File: src/rtl/pe_pkg.sv
// Shared PE definitions: default FIFO depth, per-port payload widths and
// the occupancy-counter width helper used by the PE data FIFOs.
package pe_pkg;

    localparam int unsigned PE_FIFO_DEPTH_DEFAULT = 4;

    localparam int unsigned PE_IFMAP_W  = 8;
    localparam int unsigned PE_WEIGHT_W = 8;
    localparam int unsigned PE_PSUM_W   = 24;

    typedef enum logic [1:0] {
        PE_PORT_IFMAP    = 2'd0,
        PE_PORT_WEIGHT   = 2'd1,
        PE_PORT_PSUM_IN  = 2'd2,
        PE_PORT_PSUM_OUT = 2'd3
    } pe_port_e;

    // Counter must represent 0..depth inclusive, hence one bit above the pointer width.
    function automatic int unsigned pe_cnt_w(input int unsigned depth);
        return $clog2(depth) + 1;
    endfunction

endpackage

File: src/rtl/pe_fifo_ptr.sv
// Wrap-around pointer with increment enable and synchronous clear; wraps
// modulo 2**WIDTH, which matches a power-of-two FIFO depth.
module pe_fifo_ptr #(
    parameter int unsigned WIDTH = 2
) (
    input  logic             clk,
    input  logic             rst,
    input  logic             i_clr,
    input  logic             i_en,
    output logic [WIDTH-1:0] o_ptr
);

    logic [WIDTH-1:0] r_ptr;

    always_ff @(posedge clk) begin
        if (rst || i_clr) begin
            r_ptr <= '0;
        end else if (i_en) begin
            r_ptr <= r_ptr + WIDTH'(1);
        end
    end

    assign o_ptr = r_ptr;

endmodule

File: src/rtl/pe_data_fifo_v2.sv
// First-word-fall-through PE data FIFO with valid/ready on both sides,
// optional empty bypass, synchronous flush and occupancy/high-water status.
module pe_data_fifo_v2
    import pe_pkg::*;
#(
    parameter int unsigned DATA_WIDTH  = 4,
    parameter int unsigned DEPTH       = PE_FIFO_DEPTH_DEFAULT,
    parameter bit          BYPASS      = 1'b1,
    parameter int unsigned AFULL_LEVEL = DEPTH - 1
) (
    input  logic                         clk,
    input  logic                         rst,
    input  logic                         flush,
    input  logic                         in_valid,
    output logic                         in_ready,
    input  logic [DATA_WIDTH-1:0]        in_data,
    output logic                         out_valid,
    input  logic                         out_ready,
    output logic [DATA_WIDTH-1:0]        out_data,
    output logic [pe_cnt_w(DEPTH)-1:0]   count,
    output logic                         almost_full,
    output logic [pe_cnt_w(DEPTH)-1:0]   high_water
);

    localparam int unsigned PW = $clog2(DEPTH);
    localparam int unsigned CW = pe_cnt_w(DEPTH);

    logic [DATA_WIDTH-1:0] r_mem [DEPTH];
    logic [CW-1:0]         r_count;
    logic [CW-1:0]         r_high_water;
    logic [CW-1:0]         w_count_nxt;
    logic [PW-1:0]         w_rd_ptr;
    logic [PW-1:0]         w_wr_ptr;

    logic w_block;
    logic w_full;
    logic w_empty;
    logic w_push;
    logic w_pop;
    logic w_pass;
    logic w_push_st;
    logic w_pop_st;

    assign w_block = rst | flush;
    assign w_full  = (r_count == CW'(DEPTH));
    assign w_empty = (r_count == '0);

    // in_ready depends only on registered state and the clear inputs, never on out_ready.
    assign in_ready = ~w_full & ~w_block;

    always_comb begin
        out_valid = 1'b0;
        out_data  = r_mem[w_rd_ptr];
        if (w_empty) begin
            if (BYPASS) begin
                out_valid = in_valid & ~w_block;
                out_data  = in_data;
            end
        end else begin
            out_valid = ~w_block;
        end
    end

    assign w_push = in_valid & in_ready;
    assign w_pop  = out_valid & out_ready;

    // A bypassed word is handed straight to the consumer and never touches storage.
    assign w_pass    = BYPASS & w_empty & w_push & out_ready;
    assign w_push_st = w_push & ~w_pass;
    assign w_pop_st  = w_pop & ~w_pass;

    assign w_count_nxt = r_count + CW'(w_push_st) - CW'(w_pop_st);

    always_ff @(posedge clk) begin
        if (w_block) begin
            r_count      <= '0;
            r_high_water <= '0;
        end else begin
            r_count <= w_count_nxt;
            if (w_count_nxt > r_high_water) begin
                r_high_water <= w_count_nxt;
            end
        end
    end

    // Storage is deliberately left unreset; it is unobservable while empty.
    always_ff @(posedge clk) begin
        if (w_push_st) begin
            r_mem[w_wr_ptr] <= in_data;
        end
    end

    pe_fifo_ptr #(
        .WIDTH (PW)
    ) u_rd_ptr (
        .clk   (clk),
        .rst   (rst),
        .i_clr (flush),
        .i_en  (w_pop_st),
        .o_ptr (w_rd_ptr)
    );

    pe_fifo_ptr #(
        .WIDTH (PW)
    ) u_wr_ptr (
        .clk   (clk),
        .rst   (rst),
        .i_clr (flush),
        .i_en  (w_push_st),
        .o_ptr (w_wr_ptr)
    );

    assign count       = r_count;
    assign high_water  = r_high_water;
    assign almost_full = (r_count >= CW'(AFULL_LEVEL));

endmodule

File: config.mk
export PLATFORM = sky130hd
export DESIGN_NAME = pe_data_fifo_v2
export DESIGN_NICKNAME = d
export VERILOG_FILES = /design/src/rtl/pe_pkg.sv /design/src/rtl/pe_fifo_ptr.sv /design/src/rtl/pe_data_fifo_v2.sv
export SDC_FILE = /design/constraint.sdc
export NUM_CORES = 1
export LEC_CHECK = 0
export ABC_AREA = 1
export CORE_AREA = 2 2 52 54
export CTS_BUF_LIST = sky130_fd_sc_hd__clkbuf_16
export DETAILED_ROUTE_END_ITERATION = 10
export DIE_AREA = 0 0 54 56
export DONT_BUFFER_PORTS = 1
export GPL_ROUTABILITY_DRIVEN = 0
export GPL_TIMING_DRIVEN = 0
export HOLD_SLACK_MARGIN = 0.03
export PLACE_DENSITY = 0.72
export SLEW_MARGIN = 20
export SYNTH_ARGS = -nofsm -noshare
export SYNTH_HDL_FRONTEND = slang
export SYNTH_HIERARCHICAL = 1
export SYNTH_SLANG_ARGS = --single-unit
File: constraint.sdc
create_clock -name clk -period 7.5 [get_ports clk]
set_clock_uncertainty 0.2 [all_clocks]
set_input_delay 0.75 -clock clk [delete_from_list [all_inputs] [get_ports clk]]
set_output_delay 0.75 -clock clk [all_outputs]
set_load 0.005 [all_outputs]
==> flow_summary_export.csv, run 1 <==
group,metric,value,unit
routing,routed_wl,2230,µm
yosys,netlist_instances,159,
grt,grt_pass1_wl,3550,µm
setup_path,setup.worst_path.start,"flush",
timing,hold_violations,0,
clock_tree,cts-root-buf,"clkbuf_16",
die,core.rowCount,18,
cells_and_area,synthToLayoutAreaGrowth,8.37,%
setup_path,path_delay_family,"adder cells",
timing,min_period,3.61,ns
timing,finalSetupViolCount,0,
clock_tree,numClockSinks,26,
yosys,synth_flop_cell,"edfxtp_1",
timing,finalWorstSetupSlack,3.89,ns
yosys,synthTopCellsByArea,"edfxtp_1 35%, dfxtp_1 14%, nand2_1 9.5%",
timing,fmax,277,MHz
routing,post_drt_wl_per_cell,11.6,µm
timing,rsz0062_at_grt,"no",
timing,fin_crit_sh,48.1,%
grt,grt_usage,15.7,%
setup_path,cp.depth,18,
yosys,ys_ff_latch,26,
clock_tree,cts_buffers,3,
die,die_x,54,µm
place,io_buffers,0,
cells_and_area,final_cell_mix,"35 x nand2_1, 25 x nor2_1, 21 x inv_1",
clock_tree,hold_buffers,0,
grt,antenna_found_initial,0,
setup_path,r2r_end,"high_water[2]",
place,place_hpwl,1810,µm
power,ir_drop,0.138,mV
place,dp_cells,189,
yosys,postSynthAreaPerCell,8.74,µm²
setup_path,crit_path_top_delay_cell,"fa_1",
setup_path,crit-reg2reg-launch,"count[2]",
cells_and_area,diodes,0,
run,cap_viol_max_count,0,
timing,fin_tns_setup,0,ns
die,core-area,2430,µm²
grt,grt_max_degree,15,
cells_and_area,nNetsFinal,180,
cells_and_area,final_common_cell,"nand2_1",
clock_tree,cts.path.max_buffers,2,
setup_path,crit_path_end_kind,"flip-flop",
die,die_y,56,µm
yosys,synth_edf_count,16,
yosys,synth_fp_nets,175,
setup_path,worst-path-buf-inv,4,
clock_tree,postCtsSetupRepairBufs,0,
cells_and_area,multi_input_area,611,µm²
setup_path,r2r_setup_slack,3.95,ns
setup_path,critPathRequiredTime,7.45,ns
cells_and_area,fillers,216,
setup_path,critPathMostFrequentCell,"ha_1",
power,leakagePower,0.620,nW
timing,slew_headroom,71.5,%
routing,drt_pre_antenna_iters,5,
setup_path,worstPathMaxFanout,6,
outcome,outcome,"finished, final reports clean",
grt,grt_overflow,0,
power,p_per_area,219,nW/µm²
routing,ant_nets,0,
worst_hold_path,hp-class,"reg2reg",
setup_path,arrival,3.56,ns
place,pre_cts_slack,3.65,ns
clock_tree,cts_tree,"built",
yosys,synth_top_cell_by_area,"edfxtp_1",
routing,vias,1003,
routing,viasPerCell,5.20,
clock_tree,ctsResizeCount,0,
yosys,synth_top_area_share,34.6,%
die,fp.dieArea,3020,µm²
setup_path,cp_slowest_stage_delay,0.38,ns
timing,slew_viol_final,0,
yosys,synth_async_sr_flop_share,0,%
yosys,synthDistinctLibCells,20,
yosys,synth-seq-area-share,49.0,%
setup_path,crit_chain,"nor2_4, inv_2, a21oi_4, nand2_4, nor2_4, inv_2, ha_1, inv_1, ha_1, fa_1, xnor2_1, inv_1, ha_1, nand3_1, nand2_1, nand3_1, nand2_1, nor2_1",
routing,drc,0,
cells_and_area,final_cells,193,
setup_path,worstSetupPathType,"in2reg",
setup_path,endpoint,"high_water[2]",
cells_and_area,register_area,681,µm²
grt,grt_pass1_vias,835,
clock_tree,cts_htree_levels,1,
clock_tree,insertion_delay,0.25,ns
cells_and_area,drive_above_1_share,14.1,%
yosys,synth.yosys.warnings,6,
timing,worstMarginPinSlew,0.426,ns
die,pin_count,22,
die,start_util,57.2,%
yosys,synth_area,1390,µm²
setup_path,start_kind,"input pin",
clock_tree,path_clk_slew,0.06,ns
setup_path,r2r_cells,17,
routing,drtIter0Drc,17,
==> logic make-up after synthesis <==
group / after synthesis / synth area share (%)
AO/OA/AOI/OAI: 16 / 6.57
XOR/XNOR: 1 / 0.630
adder cells (fa/ha/maj): 7 / 6.84
buffers and inverters: 26 / 7.11
flip-flops: 26 / 49.0
AND/OR/NAND/NOR: 83 / 29.9
==> state kept, by name, summed over array words and instances, names as in the netlist <==
register        flops
count               3
u_wr_ptr/o_ptr      2
u_rd_ptr/o_ptr      2
r_mem              16
high_water          3
==> synth_stat cells (2+ instances only) <==
master,number
nand2_1,35
nor2_1,25
inv_1,21
edfxtp_1,16
dfxtp_1,10
o21ai_0,9
nand3_1,7
a21oi_1,6
ha_1,6
nor2_4,6
inv_2,4
nor3_2,4
nand2_4,2
nor2_2,2
==> metal layers <==
layer | global-route usage [%] | vias up | wire length (µm)
met2 | 25.8 | 25 | 1120
met5 | 0 | - | 0
met1 | 20.2 | 461 | 980
met3 | 3.76 | 0 | 127
li1 | - | 517 | -
met4 | 4.29 | 0 | 0
==> metrics by stage <==
step | power (mW) | utilization [%] | area [µm²] | hold slack (ns)
floorplan | 0.210 | - | 1390 | 0.297
global placement | 0.216 | 58.7 | 1430 | 0.326
detailed placement | 0.219 | 58.7 | 1430 | 0.336
CTS | 0.331 | 61.9 | 1510 | 0.346
global route | 0.346 | 61.9 | 1510 | 0.371
finish | 0.330 | 61.9 | 1510 | 0.341
==> tightest hold or removal path, stage by stage (launching register included) <==
cell and delay [ns]:
dfxtp_1 0.33, a21oi_1 0.12, nor2_1 0.05
==> power by group <==
group          total (mW)  leakage, nW  internal [mW]  switching (mW)
Sequential          0.161        0.225          0.156         0.00464
Combinational      0.0559        0.356         0.0210          0.0349
Clock               0.113       0.0385         0.0711          0.0416
Total               0.330        0.620          0.248          0.0811
==> how the worst min path moves through the flow <==
stage / startpoint / end / slack [ns] / cells past startpoint
global route: high_water[0] / high_water[0] / 0.37 / 2
floorplan: high_water[1] / high_water[1] / 0.30 / 2
detailed placement: high_water[2] / high_water[2] / 0.34 / 2
finish: high_water[2] / high_water[2] / 0.34 / 2
CTS: high_water[1] / high_water[1] / 0.35 / 2
global placement: high_water[2] / high_water[2] / 0.33 / 2
==> layout make-up <==
class,instances,share of cell area (%)
buffer,1,0.332
clock inverter,1,0.249
inverter,25,6.23
clock buffer,3,4.98
sequential,26,45.2
tap,30,2.49
multi-input combinational,107,40.5
(Power assumes the default switching activity.)
==> run 2, diff against run 1 <==
Settings changed: CORE_AREA 2 2 52 54 to 2 2 54 56, DIE_AREA 0 0 54 56 to 0 0 56 58, PLACE_DENSITY 0.72 to 0.7.
Clock period 7.5 ns to 3.3 ns, I/O delays scaled along.
==> flow_summary_export.csv, run 2 (synthesis results as in run 1) <==
group,metric,value,unit
setup_path,r2r_cells,16,
worst_hold_path,min_path_cells,3,
grt,grt_overflow,0,
setup_path,worstPathMaxFanout,6,
timing,worstMarginPinSlew,0.383,ns
setup_path,worstSetupPathType,"reg2reg",
grt,grt_pass1_wl,4200,µm
cells_and_area,largest_reg_flops,16,
die,core.rowCount,19,
timing,fmax,317,MHz
setup_path,arrival,3.10,ns
cells_and_area,fillers,230,
clock_tree,cts_htree_levels,1,
cells_and_area,stdcell_area,1700,µm²
grt,antenna_found_initial,0,
timing,slew_viol_final,0,
power,swShare,27.7,%
setup_path,r2r_setup_slack,0.15,ns
die,die_x,56,µm
routing,ant_nets,0,
cells_and_area,register_area,686,µm²
cells_and_area,drive_above_1_share,25.3,%
die,pin_count,22,
timing,slew_headroom,74.4,%
setup_path,start_kind,"flip-flop",
cells_and_area,regMostFlops,"r_mem",
timing,fin_tns_setup,0,ns
cells_and_area,final_common_cell,"nand2_1",
setup_path,critPathRequiredTime,3.25,ns
power,p_switching,0.234,mW
timing,hold_violations,0,
outcome,outcome,"finished, final reports clean",
cells_and_area,synthToLayoutAreaGrowth,22.1,%
grt,grt_usage,17.0,%
worst_hold_path,whs_endpoint,"u_rd_ptr/o_ptr[0]",
power,leakagePower,0.692,nW
cells_and_area,final_cell_mix,"33 x nand2_1, 24 x nor2_1, 20 x inv_1",
die,core-area,2660,µm²
power,sequentialPowerShare,43.6,%
clock_tree,insertion_delay,0.25,ns
power,combPwrFrac,25.6,%
run,cap_viol_max_count,0,
die,die_y,58,µm
setup_path,crit_path_end_kind,"flip-flop",
power,ir_drop,0.435,mV
routing,post_drt_wl_per_cell,12.8,µm
routing,vias,1028,
routing,routed_wl,2620,µm
power,pwr-share-clk,30.8,%
routing,drt_pre_antenna_iters,4,
cells_and_area,multi_input_area,696,µm²
clock_tree,cts-root-buf,"clkbuf_16",
power,p_per_area,497,nW/µm²
die,start_util,52.2,%
timing,fin_crit_sh,95.5,%
routing,drtIter0Drc,19,
cells_and_area,diodes,0,
worst_hold_path,hp-class,"in2reg",
cells_and_area,nNetsFinal,191,
setup_path,crit-reg2reg-launch,"count[0]",
place,place_hpwl,1970,µm
routing,viasPerCell,5.01,
place,place_area,1430,µm²
setup_path,r2r_end,"high_water[2]",
clock_tree,path_clk_slew,0.06,ns
clock_tree,numClockSinks,26,
routing,drc,0,
grt,grt_max_degree,15,
die,fp.dieArea,3250,µm²
grt,grt_pass1_vias,978,
power,p_int,0.609,mW
setup_path,setup.worst_path.start,"count[0]",
clock_tree,cts_buffers,3,
clock_tree,cts_tree,"built",
timing,finalSetupViolCount,0,
timing,min_period,3.15,ns
place,io_buffers,0,
worst_hold_path,hp-start,"flush",
clock_tree,cts.path.max_buffers,2,
## run 2: changes by cell type in the layout (fill, tap and decap cells not counted), moves of 3 or more
cell / delta
a21oi_1: -4
a21oi_2: +3
buf_4: +4
dlygate4sd3_1: +7
## run 2: worst max-delay path by stage
stage / slack, ns / endpoint / cells after the start
floorplan: 0.19 / high_water[0] / 16
global placement: -0.05 / high_water[0] / 16
detailed placement: -0.25 / high_water[0] / 16
CTS: 0.002 / high_water[0] / 16
global route: -0.02 / high_water[0] / 16
finish: 0.15 / high_water[2] / 16
## run 2: critical path, stage by stage (launching register included)
cell and delay [ns]:
dfxtp_4 0.36, nor2_4 0.17, nand2_4 0.08, or2_1 0.22
nand2_2 0.07, nor2_2 0.06, ha_1 0.27, inv_1 0.04
ha_2 0.17, fa_2 0.41, xnor2_2 0.18, inv_2 0.07
ha_4 0.27, a21oi_4 0.15, nand2_4 0.10, a21oi_2 0.15
nor2_1 0.06
## run 2: metrics by stage
step                      hold slack (ns)  power [mW]  setup WS (ns)  util [%]  instances
after floorplan                     0.229       0.477          0.188         -        159
after global placement              0.229       0.492        -0.0456      53.7        190
after detailed placement            0.229       0.503         -0.249      53.7        190
after CTS                          0.0331       0.778        0.00176      60.2        202
after global routing               0.0393       0.885        -0.0210      63.8        205
final                              0.0318       0.843          0.148      63.8        205
## run 2: power by group through the flow
stage                     Clock (mW)  Sequential, mW  Combinational, mW
after floorplan                    0           0.371              0.106
after global placement             0           0.373              0.119
after detailed placement           0           0.374              0.129
after CTS                      0.264           0.367              0.147
after global routing           0.282           0.369              0.234
final                          0.260           0.367              0.216
## run 2: layer usage
layer | part of all wire (%) | track usage, %
met5 | 0 | 0
met4 | 2.3 | 10.2
met3 | 3.9 | 2.01
met2 | 53 | 30.4
met1 | 41 | 19.5
## run 2: cell type report
type,instances,area share (%)
clock buffer,3,4.42
multi-input combinational,107,41.0
sequential,26,40.4
clock inverter,1,0.221
timing repair buffer,11,5.90
buffer,1,0.295
tap,31,2.28
inverter,25,5.53
## run 2: repair_timing
| action | 4_1_cts | 5_1_grt |
|---|---|---|
| pin swaps | 2 | 7 |
| hold buffers | 7 | 0 |
| resized for setup | 6 | 16 |
| setup buffers | 1 | 3 |
| endpoints found under the hold margin | 20 | 0 |
| setup endpoints to repair | 3 | 3 |
| cloned | 0 | 0 |
==> run 3, diff against run 2 <==
Settings changed: CORE_AREA 2 2 54 56 to 2 2 52 54, CTS_BUF_LIST sky130_fd_sc_hd__clkbuf_16 to sky130_fd_sc_hd__clkbuf_8, DIE_AREA 0 0 56 58 to 0 0 54 56, PLACE_DENSITY 0.7 to 0.75.
==> flow_summary_export.csv, run 3 (synthesis results as in run 1) <==
group,metric,value,unit
timing,finalSetupViolCount,0,
setup_path,crit-reg2reg-launch,"count[0]",
setup_path,arrival,3.08,ns
grt,grt_usage,18.8,%
setup_path,worstSetupPathType,"reg2reg",
setup_path,crit_path_top_delay_cell,"dfxtp_4",
cells_and_area,fillers,201,
clock_tree,insertion_delay,0.26,ns
die,core-area,2430,µm²
cells_and_area,regMostFlops,"r_mem",
clock_tree,cts_htree_levels,1,
cells_and_area,drive_above_1_share,21.4,%
die,die_y,56,µm
die,die_x,54,µm
die,start_util,57.2,%
cells_and_area,diodes,0,
clock_tree,cts_tree,"built",
cells_and_area,nNetsFinal,190,
timing,min_period,3.13,ns
routing,drt_pre_antenna_iters,4,
grt,grt_pass1_wl,4100,µm
cells_and_area,synthToLayoutAreaGrowth,16.0,%
clock_tree,path_clk_slew,0.08,ns
routing,drtIter0Drc,21,
power,combPwrFrac,23.6,%
setup_path,critPathRequiredTime,3.26,ns
die,pin_count,22,
setup_path,crit_path_end_kind,"flip-flop",
cells_and_area,fin_util,66.3,%
power,sequentialPowerShare,52.2,%
timing,rsz0062_at_grt,"no",
clock_tree,cts-root-buf,"clkbuf_8",
run,cap_viol_max_count,0,
routing,vias,1020,
cells_and_area,multi_input_area,651,µm²
place,place_hpwl,1860,µm
timing,fin_crit_sh,94.8,%
routing,viasPerCell,5.02,
setup_path,r2r_setup_slack,0.17,ns
power,ir_drop,0.394,mV
power,leakagePower,0.666,nW
grt,grt_overflow,0,
clock_tree,cts_buffers,3,
routing,routed_wl,2560,µm
timing,worstMarginPinSlew,0.363,ns
grt,antenna_found_initial,0,
cells_and_area,largest_reg_flops,16,
setup_path,crit_chain,"nor2_4, nand2_4, or2_1, nand2_1, nor2_2, ha_1, inv_1, ha_1, fa_2, xnor2_2, inv_2, ha_4, nand3_1, nand2_2, nand3_1, nand2_1, nor2_1",
clock_tree,cts.path.max_buffers,2,
power,pwr-share-clk,24.2,%
grt,grt_max_degree,15,
setup_path,setup.worst_path.start,"count[0]",
timing,slew_headroom,75.7,%
cells_and_area,final_common_cell,"nand2_1",
die,core.rowCount,18,
place,io_buffers,0,
power,p_per_area,434,nW/µm²
setup_path,cp_slowest_stage_delay,0.37,ns
outcome,outcome,"finished, final reports clean",
power,swShare,27.7,%
clock_tree,numClockSinks,26,
setup_path,r2r_end,"high_water[2]",
cells_and_area,final_cell_mix,"34 x nand2_1, 24 x nor2_1, 20 x inv_1",
routing,ant_nets,0,
grt,grt_pass1_vias,951,
setup_path,endpoint,"high_water[2]",
setup_path,r2r_cells,17,
worst_hold_path,hp-class,"in2reg",
cells_and_area,stdcell_area,1610,µm²
power,p_switching,0.194,mW
setup_path,worstPathMaxFanout,6,
timing,slew_viol_final,0,
routing,post_drt_wl_per_cell,12.6,µm
routing,drc,0,
timing,hold_violations,0,
setup_path,start_kind,"flip-flop",
power,p_int,0.506,mW
timing,fin_tns_setup,0,ns
die,fp.dieArea,3020,µm²
place,place_area,1430,µm²
timing,fmax,320,MHz
cells_and_area,register_area,686,µm²
[run 3: cell count changes in the layout (fill, tap and decap cells not counted), sizes merged]
cell	delta
buf	-2
dlygate4sd3	+1
[run 3: per-layer routing]
layer,track usage [%],part of all wire [%],vias to the layer above
li1,-,-,533
met3,3.49,3.4,2
met5,0,0,-
met2,33.4,54,13
met4,7.50,0.67,0
met1,21.2,42,472
[run 3: how the worst min path moves through the flow]
stage	from	to	cells after the start
after floorplan	in_data[0]	r_mem[0][0]	0
after global placement	in_data[1]	r_mem[0][1]	0
after detailed placement	in_data[1]	r_mem[0][1]	0
after CTS	rst	count[1]	3
after global routing	rst	count[1]	3
final	rst	count[1]	3
[run 3: area by class of cell]
cell class	instances	share of cell area, %
flip-flops and latches	26	42.5
multi-input cells	107	40.3
repair buffers	10	5.90
inverters	25	5.82
clock buffers	3	2.56
well taps	30	2.33
plain buffers	1	0.310
clock inverters	1	0.233
[run 3: power groups by stage]
stage	registers (mW)	logic (mW)	clock network, mW
final	0.366	0.165	0.170
after global routing	0.367	0.184	0.188
after CTS	0.365	0.144	0.174
after detailed placement	0.373	0.126	0
after global placement	0.372	0.118	0
after floorplan	0.371	0.106	0
[run 3: timing repair]
item / CTS / global route
setup endpoints to repair: 3 / 3
buffers inserted: 1 / 1
hold buffers: 8 / 0
hold endpoints to repair: 22 / 0
resized for setup: 7 / 6
pin swaps: 2 / 4
[run 3: critical path, delay by kind of cell (launching register included)]
family        cells  cell delay [ns]
buf+inv           2             0.11
fa+ha+maj         4             1.09
simple gates     10             1.06
flops             1             0.37
xor+xnor          1             0.19
[run 3: per-stage QoR]
stage,instances,hold WS [ns],power (mW),setup slack [ns]
floorplan,159,0.229,0.477,0.188
global placement,189,0.229,0.491,-0.0491
detailed placement,189,0.229,0.498,-0.227
CTS,202,0.0628,0.684,0.00483
global route,203,0.0768,0.739,0.00293
finish,203,0.0717,0.700,0.173
